`src/rtl/if_id_buffer.sv`:
```
// rtl/if_id_buffer.sv - 2-entry IF/ID pipeline FIFO with flush; optional bubble counter via IFID_BUBBLE_CNT_EN
module if_id_buffer (
    input  logic        clk,
    input  logic        reset,
    input  logic        in_valid,
    input  logic [31:0] Instruction_if,
    input  logic [31:0] PC_if,
    input  logic        IF_flush,
    output logic        IFWrite,
    input  logic        id_ready,
    output logic        id_valid,
    output logic [31:0] Instruction_id,
    output logic [31:0] PC_id
`ifdef IFID_BUBBLE_CNT_EN
    ,
    output logic [15:0] bubble_cnt
`endif
);

    localparam logic [31:0] NOP = 32'h00000013;

    logic [31:0] pc_0, pc_1, ins_0, ins_1;
    logic        head, tail;
    logic [1:0]  count;
    logic        push, pop;

    // Ready depends only on registered occupancy, so a pop never frees a slot in the same cycle.
    assign IFWrite  = (count != 2'd2);
    assign id_valid = (count != 2'd0);
    assign push     = in_valid & IFWrite & ~IF_flush;
    assign pop      = id_valid & id_ready;

    assign Instruction_id = id_valid ? (head ? ins_1 : ins_0) : NOP;
    assign PC_id          = id_valid ? (head ? pc_1 : pc_0) : 32'h0;

    always_ff @(posedge clk or negedge reset) begin
        if (!reset) begin
            pc_0  <= 32'h0;
            pc_1  <= 32'h0;
            ins_0 <= 32'h0;
            ins_1 <= 32'h0;
            head  <= 1'b0;
            tail  <= 1'b0;
            count <= 2'd0;
        end else if (IF_flush) begin
            // The head may be popped this cycle, but everything younger is wrong-path.
            head  <= 1'b0;
            tail  <= 1'b0;
            count <= 2'd0;
        end else begin
            if (push) begin
                if (tail) begin
                    pc_1  <= PC_if;
                    ins_1 <= Instruction_if;
                end else begin
                    pc_0  <= PC_if;
                    ins_0 <= Instruction_if;
                end
                tail <= ~tail;
            end
            if (pop)
                head <= ~head;
            case ({push, pop})
                2'b10:   count <= count + 2'd1;
                2'b01:   count <= count - 2'd1;
                default: count <= count;
            endcase
        end
    end

`ifdef IFID_BUBBLE_CNT_EN
    always_ff @(posedge clk or negedge reset) begin
        if (!reset)
            bubble_cnt <= 16'h0;
        else if (!id_valid && bubble_cnt != 16'hFFFF)
            bubble_cnt <= bubble_cnt + 16'h1;
    end
`endif

endmodule

```
`config.mk`:
```
export PLATFORM = sky130hd
export DESIGN_NAME = if_id_buffer
export DESIGN_NICKNAME = d
export VERILOG_FILES = /design/src/rtl/if_id_buffer.sv
export SDC_FILE = /design/constraint.sdc
export NUM_CORES = 1
export LEC_CHECK = 0
export ABC_AREA = 1
export ABC_CLOCK_PERIOD_IN_PS = 3960
export CAP_MARGIN = 0
export CORE_MARGIN = 3
export CORE_UTILIZATION = 30
export CTS_CLUSTER_DIAMETER = 120
export CTS_CLUSTER_SIZE = 8
export DETAILED_ROUTE_END_ITERATION = 8
export GPL_TIMING_DRIVEN = 0
export PLACE_DENSITY_LB_ADDON = 0.15
export SETUP_SLACK_MARGIN = 0.2
export SLEW_MARGIN = 20
export SYNTH_ARGS = -nofsm -noshare
export SYNTH_HDL_FRONTEND = slang
export SYNTH_SLANG_ARGS = --single-unit
```
`constraint.sdc`:
```
create_clock -name clk -period 3.96 [get_ports clk]
set_input_delay 0.792 -clock clk [delete_from_list [all_inputs] [get_ports clk]]
set_output_delay 0.792 -clock clk [all_outputs]
set_load 0.02 [all_outputs]
```
==> metrics.md <==
| Metric | Value |
|---|---|
| CP max-delay cell | clkdlybuf4s50_1 |
| Register area share after synthesis | 0.543 |
| Max Buffers Root-to-Sink | 2 |
| Antenna Cells | 0 |
| EDFF count, synth | 0 |
| Switching portion of total power | 0.381 |
| Worst Path Buf+Inv | 4 |
| Count leader, synth | nand2_1 |
| Max-Cap Viols | 0 |
| Max-slew violations | 0 |
| Max VDD drop | approximately 0.31 mV |
| Layout cells sized above 1 | 0.113 |
| Endpoint class of the critical path | primary output |
| Number of global-route vias before repair | 5155 |
| Post_cts resized | 0 |
| Clock power share | 0.234 |
| Clk_skew | 0.00595 ns |
| Initial Util | 0.309 |
| Post-route clock period utilization | 0.890 |
| Clk_lat worst skew | 0.42 ns |
| Area leader, netlist | dfrtp_1 |
| Area after DPL | 0.00779 mm^2 |
| Iter 0 DRT Violations | between 300 and 400 |
| Sequential power share | 0.350 |
| Site Rows | slightly above 50 |
| Setup Crit Path Kind | reg2out |
| Worst slew margin | 0.507 |
| Power, Total | 6.51 mW |
| Drt first pass iters | 5 |
| Top_reg_cell synth | dfrtp_1 |
| Mapped Area | 0.00609 mm^2 |
| Seq cells post-synth | around 130 |
| Chip height | 148 um |
| Clock root buffer | clkbuf_16 |
| P_int | 4.03 mW |
| PD cells | 779 mW/mm^2 |
| Port bufs | 134 |
| Post-DP HPWL | 11600 um |
| Full die area | 0.0220 mm^2 |
| WP data arrival | 2.73 ns |
| Final ANT Viol Nets | 0 |
| Leakage power total | 3.86 nW |
| Actual slew at the worst max-slew pin | 0.737 ns |
| Post-synth ARST share | 1.00 |
| Final core utilization | 0.424 |
| Nets | 948 |
| Delay-heaviest family, CP | buffers and inverters |
| CORE AREA | 0.0197 mm^2 |
| Critical Path Max Stage Delay | 0.65 ns |
| WL per Instance | 14.8 um |
| Largest net degree at the start of global routing | 75 |
| Switching Power | 2.48 mW |
| Status | finished, final reports clean |
| Initial antenna violation count | 0 |
| Synth area leaders | dfrtp_1, nand2_1, o21ai_2, o21ai_0, a21oi_1 |
| Finished Cell Area | 0.00837 mm^2 |
| Final estimated routing congestion in global placement | roughly 0.73 |
| Via count | 5186 |
| Setup Fix Bufs, Post-CTS | 0 |
| DRC viols | 0 |
| Clock sink count | about 130 |
| Die Span X | 148 um |
| Yosys Warn Count | 0 |
| Via/cell ratio | 4.48 |
| Combinational power share | 0.416 |
| Total Routing Usage GR | 0.160 |
| CTS Buf Count | 17 |
| Setup violators final | 0 |
| First-pass GRT wire length | about 28000 um |
| H-tree depth | 4 |
| Setup repair after global routing missed its margin | false |
| CP max FO | 10 |
| Worst Setup Start Kind | register |
| Worst-path cell chain | inv_1, clkbuf_1, buf_1, nand2_1, a21oi_1, clkdlybuf4s50_1 |
| Syn_area_per_cell | 8.40 um^2 |
| Commonest cells in the synthesized netlist | nand2_1, dfrtp_1, inv_1 |
| Area growth, synth to finish | 37.5% |
| Syn Inst Count | roughly 730 |
| I/O pin cnt | 135 |
| Fmax achieved | ~0.28 GHz |
| Syn_nets | 794 |
| Yosys cell types | 20 |
| Post-CTS Hold Fix Bufs | 0 |
| Final wirelength | 17200 um |
| Worst EP required | around 3.2 ns |
| Hold Path Class | in2async |
| Period minus WS final | between 3 and 4 ns |
| Top-area cell type share of the netlist area | 0.543 |
| Final hold vios | 0 |
| CTS tree | yes |
| Reg clk slew, reported paths | 0.06 ns |
| Gr ovfl total | 0 |
-- kinds of logic after synthesis --
family / after synthesis / share of synthesized area
buffers and inverters: 118 / 0.0892
AND/OR/NAND/NOR: 281 / 0.178
flip-flops: 132 / 0.543
AO/OA/AOI/OAI: 194 / 0.190
-- layout make-up --
| class | instances | area, um^2 |
|---|---|---|
| Buffer | 48 | 280 |
| Clock buffer | 24 | 502 |
| Clock inverter | 8 | 73.8 |
| Fill cell | 2063 | 11300 |
| Inverter | 70 | 263 |
| Multi-Input combinational cell | 475 | 2240 |
| Sequential cell | 132 | 3300 |
| Tap cell | 265 | 332 |
| Timing Repair Buffer | 135 | 1370 |
-- path summary, 6_finish.rpt --
path                                       start                     to  slack (ns)  depth (start not counted)
setup reg to reg            count[0]$_DFFE_PN0P_  ins_1[14]$_DFFE_PN0P_        2.28                          7
setup / recovery                head$_DFFE_PN0P_     Instruction_id[25]        0.43                          6
hold / removal                             reset  ins_0[27]$_DFFE_PN0P_        0.30                          1
min in group clk           ins_0[16]$_DFFE_PN0P_  ins_0[16]$_DFFE_PN0P_        0.48                          2
hold reg to reg            ins_0[16]$_DFFE_PN0P_  ins_0[16]$_DFFE_PN0P_        0.48                          2
max in group asynchronous                  reset       head$_DFFE_PN0P_        2.92                          2
-- metrics by stage --
step,cells,hold WS [ns],worst slack (ns),setup TNS (ns)
final,1157,0.301,0.435,0
after global routing,1157,0.326,0.215,0
after CTS,1157,0.309,0.328,0
after detailed placement,1125,0.467,0.785,0
after global placement,1124,0.463,-3.49,-458.76
after floorplan,725,0.453,1.77,0
-- cells in the final DEF (no fill, tap or decap) --
cell type          n
buf_2              2
clkbuf_16         17
bufinv_16          1
nand3_2            1
o21ai_0           65
clkbuf_8           5
o21ai_2           49
a21oi_2            1
buf_8              1
nor2_1             2
clkinvlp_4         2
clkinv_4           1
clkdlybuf4s50_1  133
or2_4              1
clkbuf_1          30
buf_16             1
nand3_1            4
nand4_1            2
nand3b_1           1
a21oi_1           63
clkinv_2           4
inv_2              1
nand2_1          269
buf_6             13
o21ai_1           16
dfrtp_1          132
nand2_2            1
buf_1              5
inv_1             69
-- flip-flops by register name (all words and copies together), names as in the netlist --
signal  count
count       2
head        1
ins_0      32
ins_1      32
pc_0       32
pc_1       32
tail        1
-- worst reg2reg max path: cells and delay by family, from the launching register on --
family                 cells  cell delay [ns]
buffers and inverters      3             0.83
flip-flops                 1             0.41
AND/OR/NAND/NOR            2             0.19
AO/OA/AOI/OAI              2             0.17
-- layer usage --
layer | GRT usage | vias up | routed length (um)
met3 | 0.0338 | 16 | 693
met4 | 0.0545 | 0 | 244
met2 | 0.249 | 105 | 7970
met1 | 0.222 | 2461 | 8260
li1 | - | 2604 | -
met5 | 0 | - | 0
-- power groups by stage --
stage	Sequential, mW	Clock [mW]	Combinational (mW)
finish	2.28	1.52	2.71
global route	2.36	1.62	3.00
global placement	2.29	0	2.74
CTS	2.28	1.56	2.77
detailed placement	2.30	0	2.75
floorplan	2.23	0	1.68
Power figures use the tool's default switching activity.
==> patch (config.mk and constraints unchanged) <==
The option `IFID_BUBBLE_CNT_EN` is turned on by a define.
--- a/src/rtl/if_id_buffer.sv
+++ b/src/rtl/if_id_buffer.sv
@@ -1,4 +1,6 @@
 // rtl/if_id_buffer.sv - 2-entry IF/ID pipeline FIFO with flush; optional bubble counter via IFID_BUBBLE_CNT_EN
+`define IFID_BUBBLE_CNT_EN
+
 module if_id_buffer (
     input  logic        clk,
     input  logic        reset,
Function (old outputs only; new: bubble_cnt): kept (Yosys induction, for registers that start in step).
==> patch against the original RTL <==
Sequential cell count is 16 higher. Global-route usage is 0.075 points higher. Total power is 7.1% higher. Register-to-register slack worse by 0.09 ns. Worst setup slack better by 0.039 ns. First-iteration DRC count is 4.2% higher. Final area is 15% higher. Clock power is 9.9% higher. Synthesized cell count is 19% higher. Wire length is 17% higher. Synthesized area is 17% higher. Maximum frequency is 1.1% higher. Die area is 16% higher.
==> patch: results (changes against the original RTL) <==
Status
  – Status: finished, final reports clean

Route
  – WL met3: 843 µm (+22%)
  – Final Routed Wirelength: 20200 µm (+17%)
  – WL met1: 9610 µm (+16%)
  – Met2 WL: 9580 µm (+20%)
  – Vias per cell: 4.51 (+0.56%)

Placed design
  – Placement Cell Area: 0.00902 mm² (+16%)
  – Routability Congestion: 0.737 (+0.60%)
  – Number of I/O port buffers: 150 (+12%)
  – Dpl ws: 0.849 ns (+0.0633 ns)
  – Hpwl dp: 14100 µm (+21%)
  – Placed insts: 1330 (+18%)

Finish
  – Core Util, Final: 0.420 (-0.00463)

Global routing
  – Total track usage: 0.160 (+0.000749)
  – Met2 Use GR: 0.254 (+0.00510)
  – Pin count of the biggest net entering global routing: 77 (+2.7%)
  – Met1 Usage GRT: 0.225 (+0.00334)
  – Vias in the first global route: 6041 (+17%)
  – First-pass GRT wire length: 32800 µm (+19%)

Synthesis
  – Top post-synthesis cells by count: nand2_1, dfrtp_1, inv_1, o21ai_0, a21oi_1
  – Syn Nets: 936 (+18%)
  – Post-synthesis compound-gate area fraction: 0.174 (-0.0159)
  – Post-synthesis xor/xnor area fraction: 0.00864 (+0.00864)
  – Synth area leaders: dfrtp_1, nand2_1, o21ai_2

Power
  – Worst vdd ir: 293 µV (-6.0%)
  – P_leak: 0.00435 µW (+13%)
  – Switching Fraction: 0.379 (-0.00196)

Critical path
  – CP arrival: 2.69 ns (-0.04 ns)

STA
  – Max-Slew Margin vs Limit: 0.583 (+0.0764)
  – Worst Skew: 0.0105 ns (+0.00452 ns)
## patch: cell types whose count changed after synthesis, sizes merged, moves of 11 or more
| cell | unedited run | this run |
|---|---|---|
| buf | 20 | 33 |
| dfrtp | 132 | 148 |
| inv | 70 | 82 |
| nand2 | 270 | 324 |
| nand3 | 5 | 16 |
| nor2 | 2 | 21 |
| o21ai | 130 | 142 |
## patch: final timing paths
kind                                           startpoint  slack, ns  depth (start not counted)                          to
min in group clk                    ins_0[16]$_DFFE_PN0P_       0.48                          2       ins_0[16]$_DFFE_PN0P_
max in group asynchronous                           reset       2.85                          2       ins_1[16]$_DFFE_PN0P_
worst max-delay path                     head$_DFFE_PN0P_       0.47                          5          Instruction_id[16]
worst max register to register  bubble_cnt[0]$_DFFE_PN0P_       2.19                          9  bubble_cnt[12]$_DFFE_PN0P_
worst min register to register      ins_0[16]$_DFFE_PN0P_       0.48                          2       ins_0[16]$_DFFE_PN0P_
worst min-delay path                                reset       0.30                          1        pc_1[16]$_DFFE_PN0P_
## patch: layout make-up
cell class	instances	area share
inverter	82	0.0320
timing repair buffer	151	0.159
buffer	51	0.0324
sequential	148	0.385
clock buffer	20	0.0464
multi-input combinational	585	0.288
tap	313	0.0407
clock inverter	12	0.0159
## patch: power groups by stage
stage	Sequential (µW)	Clock, µW	Combinational, µW
after CTS	2490	1710	2870
after floorplan	2480	0	1720
final	2500	1670	2820
after detailed placement	2520	0	2860
after global routing	2580	1780	3130
after global placement	2510	0	2840
## patch: critical path, cell delays in order (launching register included)
cell and delay (ns):
dfrtp_1 0.34, clkbuf_1 0.49, buf_1 0.48, nand2_1 0.09, a21oi_1 0.23, clkdlybuf4s50_1 0.65
